[config.mk]
export PLATFORM = sky130hd
export DESIGN_NAME = keylog_display_ctrl
export DESIGN_NICKNAME = d
export VERILOG_FILES = /design/src/rtl/keylog_display_ctrl.sv
export SDC_FILE = /design/constraint.sdc
export NUM_CORES = 1
export LEC_CHECK = 0
export CAP_MARGIN = 10
export CORE_ASPECT_RATIO = 2
export CORE_MARGIN = 3
export CORE_UTILIZATION = 54
export DETAILED_ROUTE_END_ITERATION = 10
export PLACE_DENSITY = 0.75
export SYNTH_ARGS = -nofsm -noshare
export SYNTH_HDL_FRONTEND = slang
export SYNTH_SLANG_ARGS = --single-unit
[constraint.sdc]
create_clock -name clk -period 4.28 [get_ports clk]
set_clock_uncertainty 0.2 [all_clocks]
set_input_delay 0.642 -clock clk [delete_from_list [all_inputs] [get_ports clk]]
set_output_delay 0.642 -clock clk [all_outputs]
set_load 0.1 [all_outputs]
[src/rtl/keylog_display_ctrl.sv]
// Shares the six-digit 7-segment bus between the live HID sniffer view and a
// browsable history of report changes held in a small circular log.
module keylog_display_ctrl #(
    parameter int unsigned DEPTH           = 16,
    parameter int unsigned ADDR_W          = 4,
    parameter int unsigned DEBOUNCE_CYCLES = 500000,
    parameter int unsigned DB_W            = 19
) (
    input  logic              clk,
    input  logic              rst,
    input  logic [7:0]        modifier,
    input  logic [7:0]        keycode,
    input  logic [3:0]        leds,
    input  logic              step_n,
    input  logic              mode_hist,
    input  logic              clear,
    output logic [23:0]       dig_out,
    output logic [ADDR_W:0]   entry_count,
    output logic              overflow,
    output logic [ADDR_W-1:0] view_idx
);

    localparam int unsigned CNT_W = ADDR_W + 1;

    typedef enum logic {
        LIVE = 1'b0,
        HIST = 1'b1
    } state_e;

    state_e            state_q;
    logic              sync1_q, sync2_q;
    logic [DB_W-1:0]   db_cnt_q;
    logic              db_lvl_q;
    logic [ADDR_W-1:0] wr_ptr_q;
    logic [15:0]       last_q;
    logic [CNT_W-1:0]  entry_count_q;
    logic              overflow_q;
    logic [ADDR_W-1:0] view_idx_q;
    logic [23:0]       dig_out_q;
    logic [15:0]       mem_q [DEPTH];

    logic              db_hit_c;
    logic              step_c;
    logic [15:0]       cur_c;
    logic              cap_c;
    logic              full_c;
    logic [CNT_W-1:0]  entry_count_d;
    logic [CNT_W-1:0]  idx_cap_c;
    logic [CNT_W-1:0]  idx_step_c;
    logic [ADDR_W-1:0] view_hist_d;
    logic [ADDR_W-1:0] rd_addr_c;
    logic [15:0]       entry_c;
    logic [23:0]       dig_out_d;

    // Debounce: the counter only runs while the synchronized input disagrees
    // with the accepted level, so any glitch back to the old level restarts it.
    assign db_hit_c = (sync2_q != db_lvl_q) && (db_cnt_q == DB_W'(DEBOUNCE_CYCLES - 1));
    assign step_c   = db_hit_c && db_lvl_q;

    always_ff @(posedge clk) begin
        if (rst) begin
            sync1_q  <= 1'b1;
            sync2_q  <= 1'b1;
            db_cnt_q <= '0;
            db_lvl_q <= 1'b1;
        end else begin
            sync1_q <= step_n;
            sync2_q <= sync1_q;
            if (sync2_q == db_lvl_q) begin
                db_cnt_q <= '0;
            end else if (db_hit_c) begin
                db_lvl_q <= sync2_q;
                db_cnt_q <= '0;
            end else begin
                db_cnt_q <= db_cnt_q + DB_W'(1);
            end
        end
    end

    assign cur_c  = {modifier, keycode};
    assign cap_c  = (cur_c != last_q) && !clear;
    assign full_c = (entry_count_q == CNT_W'(DEPTH));

    always_comb begin
        entry_count_d = entry_count_q;
        if (cap_c && !full_c) begin
            entry_count_d = entry_count_q + CNT_W'(1);
        end
    end

    // History index: a capture pushes the viewed entry one slot older, then a
    // step advances from there and wraps past the oldest valid entry.
    always_comb begin
        idx_cap_c = CNT_W'(view_idx_q);
        if (cap_c && (entry_count_q != '0) && (view_idx_q != ADDR_W'(DEPTH - 1))) begin
            idx_cap_c = CNT_W'(view_idx_q) + CNT_W'(1);
        end
        idx_step_c = idx_cap_c;
        if (step_c) begin
            if ((idx_cap_c + CNT_W'(1)) >= entry_count_d) begin
                idx_step_c = '0;
            end else begin
                idx_step_c = idx_cap_c + CNT_W'(1);
            end
        end
        view_hist_d = ADDR_W'(idx_step_c);
    end

    assign rd_addr_c = wr_ptr_q - ADDR_W'(1) - view_idx_q;
    assign entry_c   = mem_q[rd_addr_c];

    always_comb begin
        dig_out_d = {cur_c, leds, 4'h0};
        if (state_q == HIST) begin
            if (entry_count_q == '0) begin
                dig_out_d = 24'h00000E;
            end else begin
                dig_out_d = {entry_c, 4'(view_idx_q), 4'hF};
            end
        end
    end

    always_ff @(posedge clk) begin
        if (cap_c && !rst) begin
            mem_q[wr_ptr_q] <= cur_c;
        end
    end

    // View state machine plus log bookkeeping; clear overrides capture and index.
    always_ff @(posedge clk) begin
        if (rst) begin
            state_q       <= LIVE;
            wr_ptr_q      <= '0;
            last_q        <= cur_c;
            entry_count_q <= '0;
            overflow_q    <= 1'b0;
            view_idx_q    <= '0;
            dig_out_q     <= 24'h888888;
        end else begin
            dig_out_q <= dig_out_d;

            case (state_q)
                LIVE: begin
                    if (mode_hist) begin
                        state_q    <= HIST;
                        view_idx_q <= '0;
                    end
                end
                HIST: begin
                    if (!mode_hist) begin
                        state_q    <= LIVE;
                        view_idx_q <= '0;
                    end else begin
                        view_idx_q <= view_hist_d;
                    end
                end
                default: begin
                    state_q    <= LIVE;
                    view_idx_q <= '0;
                end
            endcase

            if (clear) begin
                wr_ptr_q      <= '0;
                last_q        <= cur_c;
                entry_count_q <= '0;
                overflow_q    <= 1'b0;
                view_idx_q    <= '0;
            end else if (cap_c) begin
                wr_ptr_q      <= wr_ptr_q + ADDR_W'(1);
                last_q        <= cur_c;
                entry_count_q <= entry_count_d;
                if (full_c) begin
                    overflow_q <= 1'b1;
                end
            end
        end
    end

    assign dig_out     = dig_out_q;
    assign entry_count = entry_count_q;
    assign overflow    = overflow_q;
    assign view_idx    = view_idx_q;

endmodule
### After elaboration in Yosys (flattened, before gate mapping)

Memories as Yosys holds them, arrays and structs flattened.
Index checks and enable logic that the tools add are counted.

| storage, ports and cells | value |
|---|---|
| bits in registers | 77 |
| bits in writable memories | 256 |
| input bits | 25 |
| output and inout bits | 34 |
| word-level logic and storage cells | 63 |
| memories kept | 1 |

Memory list:

| memory | words | width | read ports | clocked after memory_dff | write ports | RTL line | source |
|---|---|---|---|---|---|---|---|
| mem_q | 16 | 16 | 1 | 0 | 1 | 40 | `logic [15:0] mem_q [DEPTH];` |

| cells by class | value |
|---|---|
| add/subtract/negate cells | 7 |
| $lt $le $gt $ge | 1 |
| eq/ne operators | 7 |
| muxes and demuxes | 15 |
| bitwise gates (word level) | 2 |
| reductions and logical operators | 18 |

Operators by type and width:

| cell | number |
|---|---|
| 2-to-1 mux 16 bit | 3 |
| 2-to-1 mux 24 bit | 2 |
| adder 19 x 1 -> 19 bit, second input constant | 1 |
| equality test 19 bit, second input constant | 1 |
| 2-to-1 mux 4 bit | 4 |
| inequality test 16 bit | 1 |
| adder 5 x 1 -> 5 bit, second input constant | 2 |
| 2-to-1 mux 5 bit | 2 |
| case mux 4 bit (2 select lines) | 1 |
| logical AND 1 bit | 7 |
| adder 4 x 1 -> 5 bit, second input constant | 1 |
| equality test 5 bit, second input constant | 1 |
| greater-or-equal comparator 5 bit | 1 |
| logical NOT 5 bit | 1 |
| nonzero test 5 bit | 1 |
| adder 4 x 1 -> 4 bit, second input constant | 1 |
| inequality test 4 bit, second input constant | 1 |
| AND reduction 2 bit | 2 |
| OR reduction 2 bit | 2 |
| subtractor 4 x 1 -> 4 bit, second input constant | 1 |
| subtractor 4 bit | 1 |
| logical NOT 1 bit | 3 |
| 2-to-1 mux 1 bit | 3 |
| nonzero test 3 bit | 1 |
| other kinds (5) | 6 |

### Longest topological paths before layout

| depth | value |
|---|---|
| depth in word-level cells | 11 |
| mapped depth | 16 |
| gate-level depth less buffers | 16 |

### Worst setup path after synthesis

No wires, ideal clock.

| timing path | value |
|---|---|
| kind | flip-flop to flip-flop |
| start | register entry_count_q[0] (netlist: entry_count[0]) |
| end | register view_idx_q[3] (netlist: view_idx[3]) |
| setup time | 74 ps |
| data arrival time | 4128 ps |
| required time | 4006 ps |
| path slack | -123 ps |
| cell stages (with the launch flop) | 16 |
| path buffers | 0 |
| clock period less this slack | 4403 ps |
| cells stage by stage | dfxtp_1 inv_1 ha_1 nor4b_1 a31oi_1 nand2_1 mux2_2 ha_1 xnor2_1 ha_1 a21o_1 a31oi_1 o21ai_0 or3b_2 a211o_1 a31oi_1 |

| between the ends | value |
|---|---|
| longest elaborated chain between the ends | 10 |
| elaborated cells between the ends (all ways) | 15 |
| those cells by class | add/sub (2); order compare (1); eq/ne (1); mux (6); reduce/logical (5) |

Ends and longest elaborated chain:

| element | RTL line | source |
|---|---|---|
| start, declared | 36 | `logic [CNT_W-1:0] entry_count_q;` |
| start signal, assigned | 172 | `entry_count_q <= entry_count_d;` |
| nonzero test 5 bit | 95 | `if (cap_c && (entry_count_q != '0) && (view_idx_q != ADDR_W'(DEPTH - 1))) begin` |
| logical AND 1 bit (2 in series) | 95 |  |
| 2-to-1 mux 5 bit | 95 |  |
| adder 5 x 1 -> 5 bit | 103 | `idx_step_c = idx_cap_c + CNT_W'(1);` |
| greater-or-equal comparator 5 bit | 100 | `if ((idx_cap_c + CNT_W'(1)) >= entry_count_d) begin` |
| 2-to-1 mux 4 bit | 100 |  |
| 2-to-1 mux 4 bit (*) | 99 | `if (step_c) begin` |
| 2-to-1 mux 4 bit (*) | 150 | `if (!mode_hist) begin` |
| case mux 4 bit (2 select lines) (*) | 142 | `case (state_q)` |
| end signal, assigned | 154 | `view_idx_q <= view_hist_d;` |
| end, declared | 38 | `logic [ADDR_W-1:0] view_idx_q;` |

Mark *: on every way between the ends. The rest lies on a longest branch, timed or not.
A chain may end at the register's enable or synchronous reset.

### Worst setup path after layout

| timing path | value |
|---|---|
| start | input port keycode[1] |
| end | register view_idx_q[3] (netlist: view_idx[3]) |

| between the ends | value |
|---|---|
| longest elaborated chain between the ends | 11 |
| elaborated cells between the ends (all ways) | 13 |
| those cells by class | add/sub (1); order compare (1); eq/ne (1); mux (6); reduce/logical (4) |

Ends and longest elaborated chain:

| element | RTL line | source |
|---|---|---|
| start, declared | 12 | `input logic [7:0] keycode,` |
| inequality test 16 bit (*) | 81 | `assign cap_c = (cur_c != last_q) && !clear;` |
| logical AND 1 bit (*) | 81 |  |
| logical AND 1 bit (2 in series) | 95 |  |
| 2-to-1 mux 5 bit | 95 |  |
| adder 5 x 1 -> 5 bit | 103 |  |
| greater-or-equal comparator 5 bit | 100 |  |
| 2-to-1 mux 4 bit | 100 |  |
| 2-to-1 mux 4 bit (*) | 99 |  |
| 2-to-1 mux 4 bit (*) | 150 |  |
| case mux 4 bit (2 select lines) (*) | 142 |  |

Marks and branches as above.

==> impl_metrics.env <==
export IMPL_grt_pass1_vias=7713
export IMPL_via_per_inst=6.22
export IMPL_slew_violations=0
export IMPL_powerDensity_mw_per_mm2=432
export IMPL_syn_instance_count=728
export IMPL_startpoint_type="input pin"
export IMPL_rsz0062_at_grt="false"
export IMPL_outcome="finished, final reports clean"
export IMPL_ys_ff_latch=332
export IMPL_synth_edf_count=272
export IMPL_tightest_slew_ns=0.987
export IMPL_max_vdd_ir_drop_mv=0.399
export IMPL_synth_net_count=771
export IMPL_firstDrtPassIters=5
export IMPL_tns_ns=0
export IMPL_async_flop_share_pct=0
export IMPL_p_int_mw=5.37
export IMPL_grt_pass1_wl_microns=46700
export IMPL_synth_seq_area_share_pct=71.2
export IMPL_synth_cell_types=50
export IMPL_yosysTopAreaCell="edfxtp_1"
export IMPL_io_buffers=58
export IMPL_yosysMostFrequentCell="edfxtp_1"
export IMPL_gr_total_overflow=0
export IMPL_finalCritPeriodShare_pct=98.4
export IMPL_cts_buffers=28
export IMPL_cts_tree="built"
export IMPL_grt_use_total_pct=24.2
export IMPL_core_rowCount=80
export IMPL_grt_start_max_net_pins=30
export IMPL_synthToLayoutAreaGrowth_pct=19.6
export IMPL_cap_viol_max_count=0
export IMPL_synthTopCellsByCount="edfxtp_1 (272), mux4_2 (79), dfxtp_1 (60)"
export IMPL_die_w_microns=116
export IMPL_chipHeight_microns=227
export IMPL_synth_top_area_share_pct=62.0
export IMPL_clockPowerShare_pct=40.5
export IMPL_clkLatencyLatePin_ns=0.55
export IMPL_initial_core_util_pct=55.0
export IMPL_dpl_hpwl_microns=19700
export IMPL_yosysWarnings=0
export IMPL_period_needed_ns=4.21
export IMPL_clk_pin_slew_ns=0.07
export IMPL_drt_wirelength_per_cell_microns=26.1
export IMPL_synth_flop_cell="edfxtp_1"
export IMPL_slowest_stage="or3b_2"
export IMPL_worstPathArrival_ns=4.49
export IMPL_cts_root_buf="clkbuf_16"
export IMPL_endpoint_kind="flip-flop"
export IMPL_crit_fanout=5
export IMPL_p_sw_mw=1.43
export IMPL_min_path_type="reg2reg"
export IMPL_antenna_found_initial=0
export IMPL_drc_errors=0
export IMPL_power_static_leakage_nw=5.41
export IMPL_vias=7239
export IMPL_p_sw_share_pct=21.0
export IMPL_path_buf_inv=3
export IMPL_path_cells="clkdlybuf4s50_1 > xnor2_1 > nand4_1 > o41a_1 > nand2_2 > mux2_2 > ha_2 > buf_4 > inv_1 > nor3_1 > ha_1 > a21oi_2 > o21ai_2 > or3b_2 > a211o_1 > a31oi_1"
export IMPL_cts_sinks=332
export IMPL_sequentialPowerShare_pct=52.0
export IMPL_postCtsHoldBufs=0
export IMPL_place_congestion=0.873
export IMPL_ant_nets=0
export IMPL_setup_viol=0
export IMPL_clockBufferDepth=3
export IMPL_drive_gt1_share_pct=26.2
export IMPL_htree_levels=1
export IMPL_pwr_share_comb_pct=7.5
export IMPL_drt_wl_total_microns=30400
export IMPL_r2r_slack_ns=0.15
export IMPL_slowest_delay_ns=0.50
export IMPL_syn_avg_cell_area_sq_um=18.1
export IMPL_n_antenna_cell=0
export IMPL_slew_headroom_pct=34.0
export IMPL_core_sq_mm=0.0239
export IMPL_yosys_top_cells_area="edfxtp_1 (62%), mux4_2 (14%), dfxtp_1 (9.1%)"
export IMPL_dieArea_sq_mm=0.0264
export IMPL_pin_count=59
export IMPL_drtIter0Drc=729
export IMPL_path_delay_family="compound AO/OA/AOI/OAI gates"
export IMPL_crit_type="in2reg"
export IMPL_utilization_pct=65.8
export IMPL_nets=898
export IMPL_cp_required_ns=4.56
export IMPL_synth_area_sq_mm=0.0132
export IMPL_fmax_mhz=238
export IMPL_hold_viol=0
==> power groups by stage <==
stage	Clock (mW)	Combinational (mW)	Sequential, mW
after floorplan	0	0.212	3.70
after global placement	0	0.493	3.60
after detailed placement	0	0.504	3.61
after CTS	2.80	0.511	3.54
after global routing	2.93	0.538	3.54
final	2.75	0.510	3.54
==> cell usage in the layout (no fill, tap or decap), drive strengths merged, types with 3 or more instances in the layout <==
master and n:
a311o 5, xnor2 30, and2 3, inv 13, nor3 8, xor2 18, nor2 50, clkbuf 45
nand3 18, nand2b 7, or2 5, mux4 79, ha 17, a22o 12, mux2i 5, bufinv 3
dfxtp 60, buf 71, nor2b 9, nand2 27, edfxtp 272, clkdlybuf4s50 47, nand4 11, dlymetal6s2s 9
and3 3, a31oi 3, a21oi 12
==> flip-flops by register name, indices dropped and copies added, names as in the netlist, 4 cells and up <==
name and cells:
mem_q 256, view_idx 4, last_q 16, entry_count 5
dig_out 23, db_cnt_q 19, wr_ptr_q 4
==> worst paths after layout <==
check / startpoint / to / depth (start not counted)
hold / removal: sync1_q / sync2_q / 1
setup reg to reg: last_q[14] / view_idx[3] / 16
hold reg to reg: sync1_q / sync2_q / 1
setup / recovery: keycode[1] / view_idx[3] / 16
==> cell type report <==
| class | instances | area [sq um] |
|---|---|---|
| clock buffer | 45 | 910 |
| clock inverter | 7 | 113 |
| fill | 1573 | 8180 |
| inverter | 11 | 41.3 |
| multi-input combinational | 353 | 3780 |
| sequential | 332 | 9370 |
| tap | 287 | 359 |
| timing repair buffer | 129 | 1170 |
==> timing repair <==
item | 4_1_cts | 5_1_grt
setup buffers | 0 | 2
endpoints found under the hold margin | 0 | 0
setup endpoints to repair | 4 | 4
pin swaps | 0 | 9
resized for setup | 11 | 15
==> layer usage <==
metal  track usage [%]  share of wire, %  up-vias  wire length [microns]
li1                  -                 -     3118                      -
met3              3.58               5.6       80                   1710
met4              10.8               4.9        0                   1480
met2              43.1                55      319                  16600
met1              28.8                35     3722                  10600
met5                 0                 0        -                      0
==> worst register-to-register path, delay by kind of cell (launching register included) <==
kind | cells | cell delay, ns
AOI/OAI and AO/OA | 5 | 1.17
and+or+nand+nor | 4 | 0.79
adders and majority gates | 2 | 0.53
DFF | 1 | 0.41
buffers and inverters | 3 | 0.39
muxes | 1 | 0.36
xor gates and xnor gates | 1 | 0.21
==> cells by family after synthesis <==
logic type      synth area share [%]
fa+ha+maj                       1.77
flops                           71.2
xor+xnor                        3.19
compound gates                  2.58
buf+inv                         1.27
mux                             14.1
simple gates                    5.96
==> metrics by stage <==
| step | power, mW | hold WS [ns] | cells | setup slack, ns | instance area [sq um] |
|---|---|---|---|---|---|
| after CTS | 6.85 | 0.219 | 1162 | 0.00538 | 15700 |
| after global routing | 7.00 | 0.210 | 1164 | 0.00311 | 15700 |
| final | 6.80 | 0.217 | 1164 | 0.0699 | 15700 |
| after detailed placement | 4.11 | 0.205 | 1110 | -0.805 | 14600 |
| after floorplan | 3.91 | 0.189 | 728 | 0.0997 | 13200 |
| after global placement | 4.10 | 0.206 | 1110 | -0.663 | 14600 |
Note: power is estimated with default switching activity, not from simulation.
